==> src/rtl/mem_rr_scheduler_if.sv <==
// Consumer-side and memory-side valid/ready bundle for mem_rr_scheduler.
// Element j of each packed array is the flat slice [j*WIDTH +: WIDTH].
interface mem_rr_scheduler_if #(
    parameter int unsigned ADDR_BITS     = 8,
    parameter int unsigned DATA_BITS     = 16,
    parameter int unsigned NUM_CONSUMERS = 4,
    parameter int unsigned NUM_CHANNELS  = 1
);
    logic [NUM_CONSUMERS-1:0]                c_read_valid;
    logic [NUM_CONSUMERS-1:0][ADDR_BITS-1:0] c_read_address;
    logic [NUM_CONSUMERS-1:0]                c_read_ready;
    logic [NUM_CONSUMERS-1:0][DATA_BITS-1:0] c_read_data;
    logic [NUM_CONSUMERS-1:0]                c_write_valid;
    logic [NUM_CONSUMERS-1:0][ADDR_BITS-1:0] c_write_address;
    logic [NUM_CONSUMERS-1:0][DATA_BITS-1:0] c_write_data;
    logic [NUM_CONSUMERS-1:0]                c_write_ready;

    logic [NUM_CHANNELS-1:0]                 m_read_valid;
    logic [NUM_CHANNELS-1:0][ADDR_BITS-1:0]  m_read_address;
    logic [NUM_CHANNELS-1:0]                 m_read_ready;
    logic [NUM_CHANNELS-1:0][DATA_BITS-1:0]  m_read_data;
    logic [NUM_CHANNELS-1:0]                 m_write_valid;
    logic [NUM_CHANNELS-1:0][ADDR_BITS-1:0]  m_write_address;
    logic [NUM_CHANNELS-1:0][DATA_BITS-1:0]  m_write_data;
    logic [NUM_CHANNELS-1:0]                 m_write_ready;

    // Scheduler view.
    modport slave (
        input  c_read_valid, c_read_address, c_write_valid, c_write_address, c_write_data,
        input  m_read_ready, m_read_data, m_write_ready,
        output c_read_ready, c_read_data, c_write_ready,
        output m_read_valid, m_read_address, m_write_valid, m_write_address, m_write_data
    );

    // Consumers plus memory view.
    modport master (
        output c_read_valid, c_read_address, c_write_valid, c_write_address, c_write_data,
        output m_read_ready, m_read_data, m_write_ready,
        input  c_read_ready, c_read_data, c_write_ready,
        input  m_read_valid, m_read_address, m_write_valid, m_write_address, m_write_data
    );
endinterface

==> src/rtl/mem_rr_scheduler.sv <==
// Rotating-priority scheduler sharing NUM_CHANNELS memory channels among NUM_CONSUMERS
// requesters, with saturating per-consumer grant counters.
module mem_rr_scheduler #(
    parameter int unsigned ADDR_BITS     = 8,
    parameter int unsigned DATA_BITS     = 16,
    parameter int unsigned NUM_CONSUMERS = 4,
    parameter int unsigned NUM_CHANNELS  = 1,
    parameter bit          WRITE_ENABLE  = 1'b1,
    parameter int unsigned CNT_BITS      = 16
) (
    input  logic                                    clk,
    input  logic                                    reset,
    mem_rr_scheduler_if.slave                       bus,
    output logic [NUM_CONSUMERS-1:0][CNT_BITS-1:0]  grant_count,
    output logic                                    busy
);
    localparam int unsigned PTR_BITS = $clog2(NUM_CONSUMERS);

    typedef enum logic [2:0] {
        StIdle,
        StReadWaiting,
        StWriteWaiting,
        StReadRelaying,
        StWriteRelaying
    } ch_state_e;

    ch_state_e                state_q [NUM_CHANNELS];
    logic [PTR_BITS-1:0]      owner_q [NUM_CHANNELS];
    logic [NUM_CONSUMERS-1:0] owned_q;
    logic [PTR_BITS-1:0]      rr_ptr_q;

    logic [NUM_CONSUMERS-1:0] eligible;
    logic [NUM_CHANNELS-1:0]  grant_vld;
    logic [NUM_CHANNELS-1:0]  grant_rd;
    logic [PTR_BITS-1:0]      grant_idx [NUM_CHANNELS];
    logic [PTR_BITS-1:0]      rr_ptr_d;
    logic                     busy_d;

    always_comb begin
        logic [NUM_CONSUMERS-1:0] taken;
        logic [PTR_BITS:0]        sum;
        logic [PTR_BITS-1:0]      idx;
        taken     = '0;
        sum       = '0;
        idx       = '0;
        grant_vld = '0;
        grant_rd  = '0;
        rr_ptr_d  = rr_ptr_q;
        busy_d    = 1'b0;
        for (int c = 0; c < NUM_CHANNELS; c++) grant_idx[c] = '0;

        eligible = (bus.c_read_valid | (bus.c_write_valid & {NUM_CONSUMERS{WRITE_ENABLE}}))
                   & ~owned_q;

        // Idle channels take turns in index order, each scanning circularly from rr_ptr.
        for (int c = 0; c < NUM_CHANNELS; c++) begin
            if (state_q[c] == StIdle) begin
                for (int k = 0; k < NUM_CONSUMERS; k++) begin
                    sum = {1'b0, rr_ptr_q} + (PTR_BITS+1)'(k);
                    if (sum >= (PTR_BITS+1)'(NUM_CONSUMERS)) begin
                        sum = sum - (PTR_BITS+1)'(NUM_CONSUMERS);
                    end
                    idx = sum[PTR_BITS-1:0];
                    if (!grant_vld[c] && eligible[idx] && !taken[idx]) begin
                        grant_vld[c] = 1'b1;
                        grant_idx[c] = idx;
                        grant_rd[c]  = bus.c_read_valid[idx];
                        taken[idx]   = 1'b1;
                        rr_ptr_d     = (idx == PTR_BITS'(NUM_CONSUMERS - 1)) ? '0 : idx + 1'b1;
                    end
                end
            end
        end

        // busy mirrors the channel states that will hold after this edge.
        for (int c = 0; c < NUM_CHANNELS; c++) begin
            case (state_q[c])
                StIdle:          if (grant_vld[c]) busy_d = 1'b1;
                StReadRelaying:  if (bus.c_read_valid[owner_q[c]]) busy_d = 1'b1;
                StWriteRelaying: if (bus.c_write_valid[owner_q[c]]) busy_d = 1'b1;
                default:         busy_d = 1'b1;
            endcase
        end
    end

    always_ff @(posedge clk) begin
        if (reset) begin
            for (int c = 0; c < NUM_CHANNELS; c++) begin
                state_q[c] <= StIdle;
                owner_q[c] <= '0;
            end
            owned_q             <= '0;
            rr_ptr_q            <= '0;
            grant_count         <= '0;
            busy                <= 1'b0;
            bus.c_read_ready    <= '0;
            bus.c_read_data     <= '0;
            bus.c_write_ready   <= '0;
            bus.m_read_valid    <= '0;
            bus.m_read_address  <= '0;
            bus.m_write_valid   <= '0;
            bus.m_write_address <= '0;
            bus.m_write_data    <= '0;
        end else begin
            rr_ptr_q <= rr_ptr_d;
            busy     <= busy_d;
            for (int c = 0; c < NUM_CHANNELS; c++) begin
                case (state_q[c])
                    StIdle: begin
                        if (grant_vld[c]) begin
                            owner_q[c]                <= grant_idx[c];
                            owned_q[grant_idx[c]]     <= 1'b1;
                            if (grant_count[grant_idx[c]] != '1) begin
                                grant_count[grant_idx[c]] <= grant_count[grant_idx[c]] + 1'b1;
                            end
                            if (grant_rd[c]) begin
                                state_q[c]            <= StReadWaiting;
                                bus.m_read_valid[c]   <= 1'b1;
                                bus.m_read_address[c] <= bus.c_read_address[grant_idx[c]];
                            end else if (WRITE_ENABLE) begin
                                state_q[c]             <= StWriteWaiting;
                                bus.m_write_valid[c]   <= 1'b1;
                                bus.m_write_address[c] <= bus.c_write_address[grant_idx[c]];
                                bus.m_write_data[c]    <= bus.c_write_data[grant_idx[c]];
                            end
                        end
                    end
                    StReadWaiting: begin
                        if (bus.m_read_ready[c]) begin
                            bus.m_read_valid[c]            <= 1'b0;
                            bus.c_read_ready[owner_q[c]]   <= 1'b1;
                            bus.c_read_data[owner_q[c]]    <= bus.m_read_data[c];
                            state_q[c]                     <= StReadRelaying;
                        end
                    end
                    StWriteWaiting: begin
                        if (bus.m_write_ready[c]) begin
                            bus.m_write_valid[c]           <= 1'b0;
                            bus.c_write_ready[owner_q[c]]  <= 1'b1;
                            state_q[c]                     <= StWriteRelaying;
                        end
                    end
                    StReadRelaying: begin
                        if (!bus.c_read_valid[owner_q[c]]) begin
                            bus.c_read_ready[owner_q[c]]   <= 1'b0;
                            owned_q[owner_q[c]]            <= 1'b0;
                            state_q[c]                     <= StIdle;
                        end
                    end
                    StWriteRelaying: begin
                        if (!bus.c_write_valid[owner_q[c]]) begin
                            bus.c_write_ready[owner_q[c]]  <= 1'b0;
                            owned_q[owner_q[c]]            <= 1'b0;
                            state_q[c]                     <= StIdle;
                        end
                    end
                    default: state_q[c] <= StIdle;
                endcase
            end
        end
    end
endmodule

==> src/flat_wrapper.sv <==
// flat-port wrapper written by rule: the top's interface ports become plain ports
module mem_rr_scheduler_flat 
#(
    parameter int unsigned ADDR_BITS     = 8,
    parameter int unsigned DATA_BITS     = 16,
    parameter int unsigned NUM_CONSUMERS = 4,
    parameter int unsigned NUM_CHANNELS  = 1,
    parameter bit          WRITE_ENABLE  = 1'b1,
    parameter int unsigned CNT_BITS      = 16
)
  (clk, reset, grant_count, busy, bus_c_read_valid, bus_c_read_address, bus_c_write_valid, bus_c_write_address, bus_c_write_data, bus_m_read_ready, bus_m_read_data, bus_m_write_ready, bus_c_read_ready, bus_c_read_data, bus_c_write_ready, bus_m_read_valid, bus_m_read_address, bus_m_write_valid, bus_m_write_address, bus_m_write_data);
  mem_rr_scheduler_if #(.ADDR_BITS(ADDR_BITS), .DATA_BITS(DATA_BITS), .NUM_CONSUMERS(NUM_CONSUMERS), .NUM_CHANNELS(NUM_CHANNELS)) bus_i ();
  input  logic clk;
  input  logic reset;
  output logic [NUM_CONSUMERS-1:0][CNT_BITS-1:0] grant_count;
  output logic busy;
  input wire logic [$bits(bus_i.c_read_valid)-1:0] bus_c_read_valid;
  input wire logic [$bits(bus_i.c_read_address)-1:0] bus_c_read_address;
  input wire logic [$bits(bus_i.c_write_valid)-1:0] bus_c_write_valid;
  input wire logic [$bits(bus_i.c_write_address)-1:0] bus_c_write_address;
  input wire logic [$bits(bus_i.c_write_data)-1:0] bus_c_write_data;
  input wire logic [$bits(bus_i.m_read_ready)-1:0] bus_m_read_ready;
  input wire logic [$bits(bus_i.m_read_data)-1:0] bus_m_read_data;
  input wire logic [$bits(bus_i.m_write_ready)-1:0] bus_m_write_ready;
  output wire logic [$bits(bus_i.c_read_ready)-1:0] bus_c_read_ready;
  output wire logic [$bits(bus_i.c_read_data)-1:0] bus_c_read_data;
  output wire logic [$bits(bus_i.c_write_ready)-1:0] bus_c_write_ready;
  output wire logic [$bits(bus_i.m_read_valid)-1:0] bus_m_read_valid;
  output wire logic [$bits(bus_i.m_read_address)-1:0] bus_m_read_address;
  output wire logic [$bits(bus_i.m_write_valid)-1:0] bus_m_write_valid;
  output wire logic [$bits(bus_i.m_write_address)-1:0] bus_m_write_address;
  output wire logic [$bits(bus_i.m_write_data)-1:0] bus_m_write_data;
  assign bus_i.c_read_valid = bus_c_read_valid;
  assign bus_i.c_read_address = bus_c_read_address;
  assign bus_i.c_write_valid = bus_c_write_valid;
  assign bus_i.c_write_address = bus_c_write_address;
  assign bus_i.c_write_data = bus_c_write_data;
  assign bus_i.m_read_ready = bus_m_read_ready;
  assign bus_i.m_read_data = bus_m_read_data;
  assign bus_i.m_write_ready = bus_m_write_ready;
  assign bus_c_read_ready = bus_i.c_read_ready;
  assign bus_c_read_data = bus_i.c_read_data;
  assign bus_c_write_ready = bus_i.c_write_ready;
  assign bus_m_read_valid = bus_i.m_read_valid;
  assign bus_m_read_address = bus_i.m_read_address;
  assign bus_m_write_valid = bus_i.m_write_valid;
  assign bus_m_write_address = bus_i.m_write_address;
  assign bus_m_write_data = bus_i.m_write_data;
  mem_rr_scheduler #(.ADDR_BITS(ADDR_BITS), .DATA_BITS(DATA_BITS), .NUM_CONSUMERS(NUM_CONSUMERS), .NUM_CHANNELS(NUM_CHANNELS), .WRITE_ENABLE(WRITE_ENABLE), .CNT_BITS(CNT_BITS)) u_core (.clk(clk), .reset(reset), .bus(bus_i), .grant_count(grant_count), .busy(busy));
endmodule
==> config.mk <==
export PLATFORM = sky130hd
export DESIGN_NAME = mem_rr_scheduler_flat
export DESIGN_NICKNAME = d
export VERILOG_FILES = /design/src/rtl/mem_rr_scheduler_if.sv /design/src/rtl/mem_rr_scheduler.sv /design/src/flat_wrapper.sv
export SDC_FILE = /design/constraint.sdc
export NUM_CORES = 1
export LEC_CHECK = 0
export CORE_ASPECT_RATIO = 0.6
export CORE_MARGIN = 2
export CORE_UTILIZATION = 41
export DETAILED_ROUTE_END_ITERATION = 16
export GPL_TIMING_DRIVEN = 0
export PLACE_DENSITY_LB_ADDON = 0.05
export SKIP_LAST_GASP = 1
export SYNTH_ARGS = -nofsm -noshare
export SYNTH_HDL_FRONTEND = slang
export SYNTH_SLANG_ARGS = --single-unit
==> constraint.sdc <==
create_clock -name clk -period 4.62 [get_ports clk]
set_clock_uncertainty 0.05 [all_clocks]
set_input_delay 1.155 -clock clk [delete_from_list [all_inputs] [get_ports clk]]
set_output_delay 1.155 -clock clk [all_outputs]
set_load 0.05 [all_outputs]
==> summary.txt, run 1 <==
Yosys
  • Count leader, synth: nand2_1
  • Post-synthesis adder-cell area fraction: 0.00801
  • Synthesized area: 9370 um^2
  • Post-Syn Nets: 1271
  • Register area share after synthesis: 0.394
  • #FFs+latches synth: about 180
  • Largest cells by area after synthesis: dfxtp_1, nand2_1, mux2i_1, a21oi_1, o21ai_0
  • Synth unique cells: 100
  • Mapped Avg Cell Area: 8.45 um^2
  • Post-Synth Simple-Gate Area: 0.188
  • Dominant synthesized flop cell: dfxtp_1
  • Synth Area in XOR/XNOR: 0.0103
  • Largest family of logic cells by synthesized area: compound AO/OA/AOI/OAI gates
  • Post-synth top area share: 0.378
  • Synth Instances: around 1100
  • Multiplexer area fraction after synthesis: 0.0823
  • Synth top cells by count: nand2_1, dfxtp_1, a21oi_1
  • Compound-Gate Fraction of Synth Area: 0.267
  • EDFF count, synth: 5
  • Synth async-reset ratio: 0
  • Yosys top cell by area: dfxtp_1
  • Ys Warns: 0

Timing
  • Fmax: 0.219 GHz
  • Final period util: 0.989
  • Worst slew pin tran: approximately 1.1 ns
  • Final setup TNS: 0 ns
  • Final hold violation count: 0
  • Count of final max-slew check failures: 0
  • Final setup vio count: 0
  • Minimum clock period: around 4.6 ns
  • Min Hold Slack: just over 0.4 ns
  • Max-slew headroom: 0.263

Route
  • Vias per cell: approximately 5.9
  • Initial DRC count: approximately 1200
  • Avg WL per Cell: roughly 23 um
  • Drt total wl: approximately 42000 um
  • Router iterations before antenna repair: 8
  • Total vias in the final route: about 11000
  • DRC: 0
  • Final ANT Viol Nets: 0

Clocking
  • Max Root-Sink Buffers: 2
  • Root buf cell: clkbuf_16
  • # clock sinks: around 180
  • H-tree depth: 4
  • Worst-path clk slew: ~0.07 ns
  • CTS Hold Bufs: 0
  • Num CTS Buffers: 17
  • CTS tree: done
  • Worst-Skew Late Latency: around 0.45 ns

Floorplanning
  • Core area: roughly 22000 um^2
  • Rows: 42
  • DIE HEIGHT: 121 um
  • Ports: between 300 and 400
  • Initial Util: 0.421
  • Die span in x: ~200 um
  • Die Footprint: ~24000 um^2

Worst setup path
  • CP arrival: 4.85 ns
  • Worst Path Required: around 4.9 ns
  • R2R cell count: 18
  • Critical Path Fanout Max: 10
  • CP startpoint kind: input port
  • Critical path endpoint category: flip-flop
  • Crit Path Class: in -> reg

Place
  • Buffers on Ports: between 300 and 400
  • Final Wtd Congestion: 0.928
  • Detailed placer's ending HPWL: about 31000 um

Status
  • Status: finished clean

Cells and area
  • Final net count: roughly 1700
  • Share of cells above drive strength 1: 0.136
  • Area growth syn-to-layout: 53.1%

Power and ir drop
  • Pleak: a little over 5 nW
  • Worst-case vdd ir drop: roughly 0.26 mV
  • Power Density: around 720 nW/um^2

Global routing
  • First-pass GRT wire length: roughly 60000 um
  • Initial antenna violation count: 2
  • Vias in the first global route: around 10000
  • Total GRT Usage: 0.338
  • Gr ovfl total: 0
  • Largest net degree at the start of global routing: 18

Run
  • MaxCap Viol Count: 0

Worst hold path
  • Hold path cells: 2
  • Worst Hold Class: reg -> reg
[stage by stage]
stage	power [mW]	setup slack, ns	area, um^2	instances	util
final	10.3	0.0492	14300	1828	0.645
after global routing	10.7	-0.0591	14300	1828	0.645
after CTS	9.89	0.0119	14100	1802	0.633
after detailed placement	7.96	-1.81	13000	1742	0.585
after global placement	7.93	-1.76	13000	1742	0.585
after floorplan	6.05	0.0163	9370	1109	-
[per-layer routing]
layer,global-route usage,wire length (um),vias to the layer above
met5,0,0,-
met4,0.0924,1090,0
met3,0.0789,4170,79
met2,0.504,18500,652
met1,0.485,18300,5189
li1,-,-,4890
[flip-flops by register name, indices dropped and copies added, names as in the netlist, named ones only]
register                    cells
u_core.grant_count             64
u_core.bus.m_read_valid         1
u_core.bus.m_write_data        16
u_core.bus.m_read_address       8
u_core.bus.m_write_address      8
u_core.bus.c_read_data         64
u_core.rr_ptr_q                 2
u_core.busy                     1
u_core.state_q                  3
u_core.owned_q                  4
u_core.owner_q                  2
u_core.bus.m_write_valid        1
[cell families after synthesis]
kind of cell | after synthesis
xor gates and xnor gates | 11
and+or+nand+nor | 391
adders and majority gates | 6
DFF | 182
muxes | 67
AOI/OAI and AO/OA | 359
buffers and inverters | 93
[power breakdown]
| group | internal (mW) | switching, mW |
|---|---|---|
| clock | 0.851 | 0.708 |
| sequential | 1.93 | 0.332 |
| combinational | 2.34 | 4.12 |
[final cells by class]
class                      count  area, um^2
antenna                        2        5.00
buffer                        83         484
clock buffer                  20         458
clock inverter                12         153
fill                        1948        7890
inverter                      10        45.0
multi-input combinational    834        5500
sequential                   182        3690
tap                          308         385
timing repair buffer         377        3620
[worst max-delay path: stages]
cell and delay, ns:
clkdlybuf4s15_2 0.25, o21ba_2 0.24, buf_4 0.18, or4_1 0.57, a31oi_4 0.22, o211ai_1 0.22, clkbuf_8 0.28, buf_4 0.16
o221ai_1 0.20, a21oi_1 0.10, and4b_1 0.29, nand4_4 0.20, nor3_4 0.06, buf_12 0.14, nor2_4 0.20, mux2_2 0.37
[path summary, 6_finish.rpt]
check	start	endpoint	slack (ns)
worst max-delay path	bus_c_read_valid[1]	u_core.grant_count[5]$_SDFFE_PP0P_	0.05
worst min-delay path	u_core.bus.c_read_data[16]$_SDFFE_PP0P_	u_core.bus.c_read_data[16]$_SDFFE_PP0P_	0.40
worst max register to register	u_core.rr_ptr_q[1]$_SDFFE_PP0P_	u_core.grant_count[18]$_SDFFE_PP0P_	0.06
worst min register to register	u_core.bus.c_read_data[16]$_SDFFE_PP0P_	u_core.bus.c_read_data[16]$_SDFFE_PP0P_	0.40
[cells in the final DEF, fill, tap and decap left out, types with 6 or more instances in the layout]
cell type / netlist / routed
nor3_1: 12 / 10
inv_1: 9 / 7
xnor2_1: 8 / 6
nand4_1: 7 / 7
a211oi_1: 15 / 13
nand2_1: 190 / 188
a31oi_1: 29 / 28
clkdlybuf4s50_1: 0 / 317
nor2_1: 89 / 86
and2_1: 11 / 11
clkbuf_2: 0 / 6
buf_2: 8 / 9
buf_4: 8 / 58
nand2b_1: 9 / 9
buf_6: 10 / 12
o21ai_0: 68 / 67
mux2i_1: 56 / 56
clkbuf_1: 55 / 53
a222oi_1: 33 / 33
nand3_1: 31 / 31
a21oi_1: 111 / 109
clkbuf_16: 0 / 18
nor2b_1: 7 / 7
dfxtp_1: 177 / 176
o211ai_1: 9 / 9
[what timing repair did]
action | in CTS | in global routing
setup buffers | 28 | 23
gates cloned | 0 | 1
setup endpoints to repair | 76 | 64
resized for setup | 63 | 42
pin swaps | 15 | 15
Power figures use the tool's default switching activity.
==> inputs of run 2 (changes only) <==
--- a/config.mk
+++ b/config.mk
@@ -9,7 +9,6 @@
 export CORE_MARGIN = 2
 export CORE_UTILIZATION = 41
 export DETAILED_ROUTE_END_ITERATION = 16
-export GPL_TIMING_DRIVEN = 0
 export PLACE_DENSITY_LB_ADDON = 0.05
 export SKIP_LAST_GASP = 1
 export SYNTH_ARGS = -nofsm -noshare
==> summary.txt, run 2 (synthesis results as in run 1) <==
Place
  • Buffers on Ports: 326 (+0.31%)
  • Setup WS pre-CTS: -0.651 ns (+1.16 ns)
  • Final Wtd Congestion: 1.05 (+13%)
  • Detailed placer's ending HPWL: 29600 um (-5.1%)
  • Placed insts: 1812 (+4.0%)

Clocking
  • CTS Hold Bufs: 0 (unchanged)
  • Worst-Skew Late Latency: 0.45 ns (about the same)
  • Max Root-Sink Buffers: 2 (unchanged)
  • H-tree depth: 4 (unchanged)
  • Worst-path clk slew: 0.07 ns (about the same)
  • Root buf cell: clkbuf_16
  • # clock sinks: 182 (unchanged)
  • CTS tree: done
  • Num CTS Buffers: 17 (unchanged)

Worst setup path
  • Crit Path Class: in -> reg
  • Critical Path Fanout Max: 9 (-1)
  • CP arrival: 4.59 ns (-0.26 ns)
  • Critical path endpoint category: flip-flop
  • Worst Path Required: 4.90 ns (about the same)
  • CP startpoint kind: input port

Cells and area
  • Most common cell after layout, fill and taps aside: clkdlybuf4s50_1
  • Area growth syn-to-layout: 56.4%
  • Regs by FF count: u_core.bus.c_read_data x64, u_core.grant_count x64, u_core.bus.m_write_data x16
  • Share of cells above drive strength 1: 0.178 (+0.0412)
  • Most frequent cells in the layout: clkdlybuf4s50_1, nand2_1, dfxtp_1
  • Number of fill cells in the layout: 1899 (-2.5%)
  • Final net count: 1692 (+1.5%)
  • Non-Filler Instances: 1854 (+1.4%)

Timing
  • Minimum clock period: 4.31 ns (-0.260 ns)
  • Count of final max-slew check failures: 0 (unchanged)
  • Setup ws final: 0.309 ns (+0.260 ns)
  • Max-slew headroom: 0.482 (+0.219)
  • Unrepaired setup endpoints after global routing: false
  • Final period util: 0.933 (-0.0562)
  • Final hold violation count: 0 (unchanged)
  • Final setup TNS: 0 ns (unchanged)
  • Worst slew pin tran: 0.775 ns (-0.322 ns)
  • Final setup vio count: 0 (unchanged)
  • Fmax: 0.232 GHz (+6.0%)

Power and ir drop
  • Overall power: 10.5 mW (+2.2%)
  • Pleak: 5.45 nW (+7.5%)
  • Power Density: 717 nW/um^2 (about the same)
  • Worst-case vdd ir drop: 0.342 mV (+30%)

Global routing
  • Vias in the first global route: 9764 (-2.0%)
  • Total GRT Usage: 0.317 (-0.0212)
  • Initial antenna violation count: 3 (+1)
  • Gr ovfl total: 0 (unchanged)
  • First-pass GRT wire length: 57700 um (-5.2%)
  • Largest net degree at the start of global routing: 53 (+35)

Floorplanning
  • Core area: 22200 um^2 (unchanged)
  • Ports: 327 (unchanged)
  • Die span in x: 199 um (unchanged)
  • Initial Util: 0.421 (unchanged)
  • Die Footprint: 24100 um^2 (unchanged)
  • Rows: 42 (unchanged)
  • DIE HEIGHT: 121 um (unchanged)

Run
  • MaxCap Viol Count: 0 (unchanged)

Status
  • Status: finished clean

Route
  • WL met1: 17800 um (-3.1%)
  • Top layer reached by signal wires: met4
  • Avg WL per Cell: 21.1 um (-8.3%)
  • Drt total wl: 39100 um (-7.0%)
  • Met2 routed WL: 17200 um (-6.7%)
  • Final ANT Viol Nets: 0 (unchanged)
  • Total vias in the final route: 10500 (-2.9%)
  • Vias per cell: 5.66 (-4.2%)
  • DRC: 0 (unchanged)
  • Initial DRC count: 1367 (+9.8%)
  • Met3 WL: 3370 um (-19%)
  • Router iterations before antenna repair: 8 (unchanged)

Worst hold path
  • Worst Hold Class: reg -> reg
[run 2: repair_timing]
action | 4_1_cts | 5_1_grt
setup buffers | 2 | 4
pin swaps | 2 | 9
endpoints found under the setup margin | 54 | 64
gates cloned | 0 | 1
gates resized for setup | 7 | 44
hold endpoints to repair | 0 | 0
[run 2: area by class of cell]
class                      instances  area (um^2)  share of cell area
sequential                       182         3690               0.252
inverter                          10         37.5             0.00256
multi-input combinational        835         5460               0.373
timing repair buffer             484         4490               0.307
clock inverter                    14          133             0.00905
antenna                            3         7.51            0.000512
clock buffer                      18          439              0.0300
tap                              308          385              0.0263
[run 2: path summary, 6_finish.rpt]
check / from / end / slack [ns] / cells after the start
max: bus_c_read_valid[3] / u_core.grant_count[18]$_SDFFE_PP0P_ / 0.31 / 18
min: u_core.bus.c_read_data[2]$_SDFFE_PP0P_ / u_core.bus.c_read_data[2]$_SDFFE_PP0P_ / 0.41 / 2
max reg2reg: u_core.rr_ptr_q[0]$_SDFFE_PP0P_ / u_core.grant_count[44]$_SDFFE_PP0P_ / 0.42 / 13
min reg2reg: u_core.bus.c_read_data[2]$_SDFFE_PP0P_ / u_core.bus.c_read_data[2]$_SDFFE_PP0P_ / 0.41 / 2
[run 2: power breakdown]
part	switching (mW)	total [mW]	internal [mW]
Sequential	0.364	2.30	1.93
Combinational	4.05	6.75	2.71
Clock	0.724	1.45	0.730
Total	5.13	10.5	5.37
[run 2: worst max-delay path, stage by stage]
cell and delay (ns):
dlymetal6s2s_1 0.18, o21ba_1 0.24, buf_4 0.17, buf_4 0.13, nand2_1 0.07, buf_4 0.11
nor4_2 0.04, o211ai_1 0.21, buf_4 0.24, buf_4 0.15, o221ai_1 0.11, a21oi_1 0.28
and4b_1 0.41, nand4_4 0.19, o31ai_4 0.37, buf_4 0.22, mux2i_1 0.23, nor2_1 0.06
[run 2: through the flow]
stage / hold WS, ns / utilization / area (um^2)
final: 0.406 / 0.659 / 14700
after global routing: 0.423 / 0.659 / 14700
after CTS: 0.407 / 0.647 / 14400
after detailed placement: 0.396 / 0.619 / 13800
after global placement: 0.392 / 0.619 / 13800
after floorplan: 0.401 / - / 9370
[run 2: routing by layer]
layer / up-vias / global-route usage
li1: 4950 / -
met1: 5004 / 0.459
met2: 504 / 0.469
met3: 43 / 0.0659
met4: 0 / 0.0942
met5: - / 0
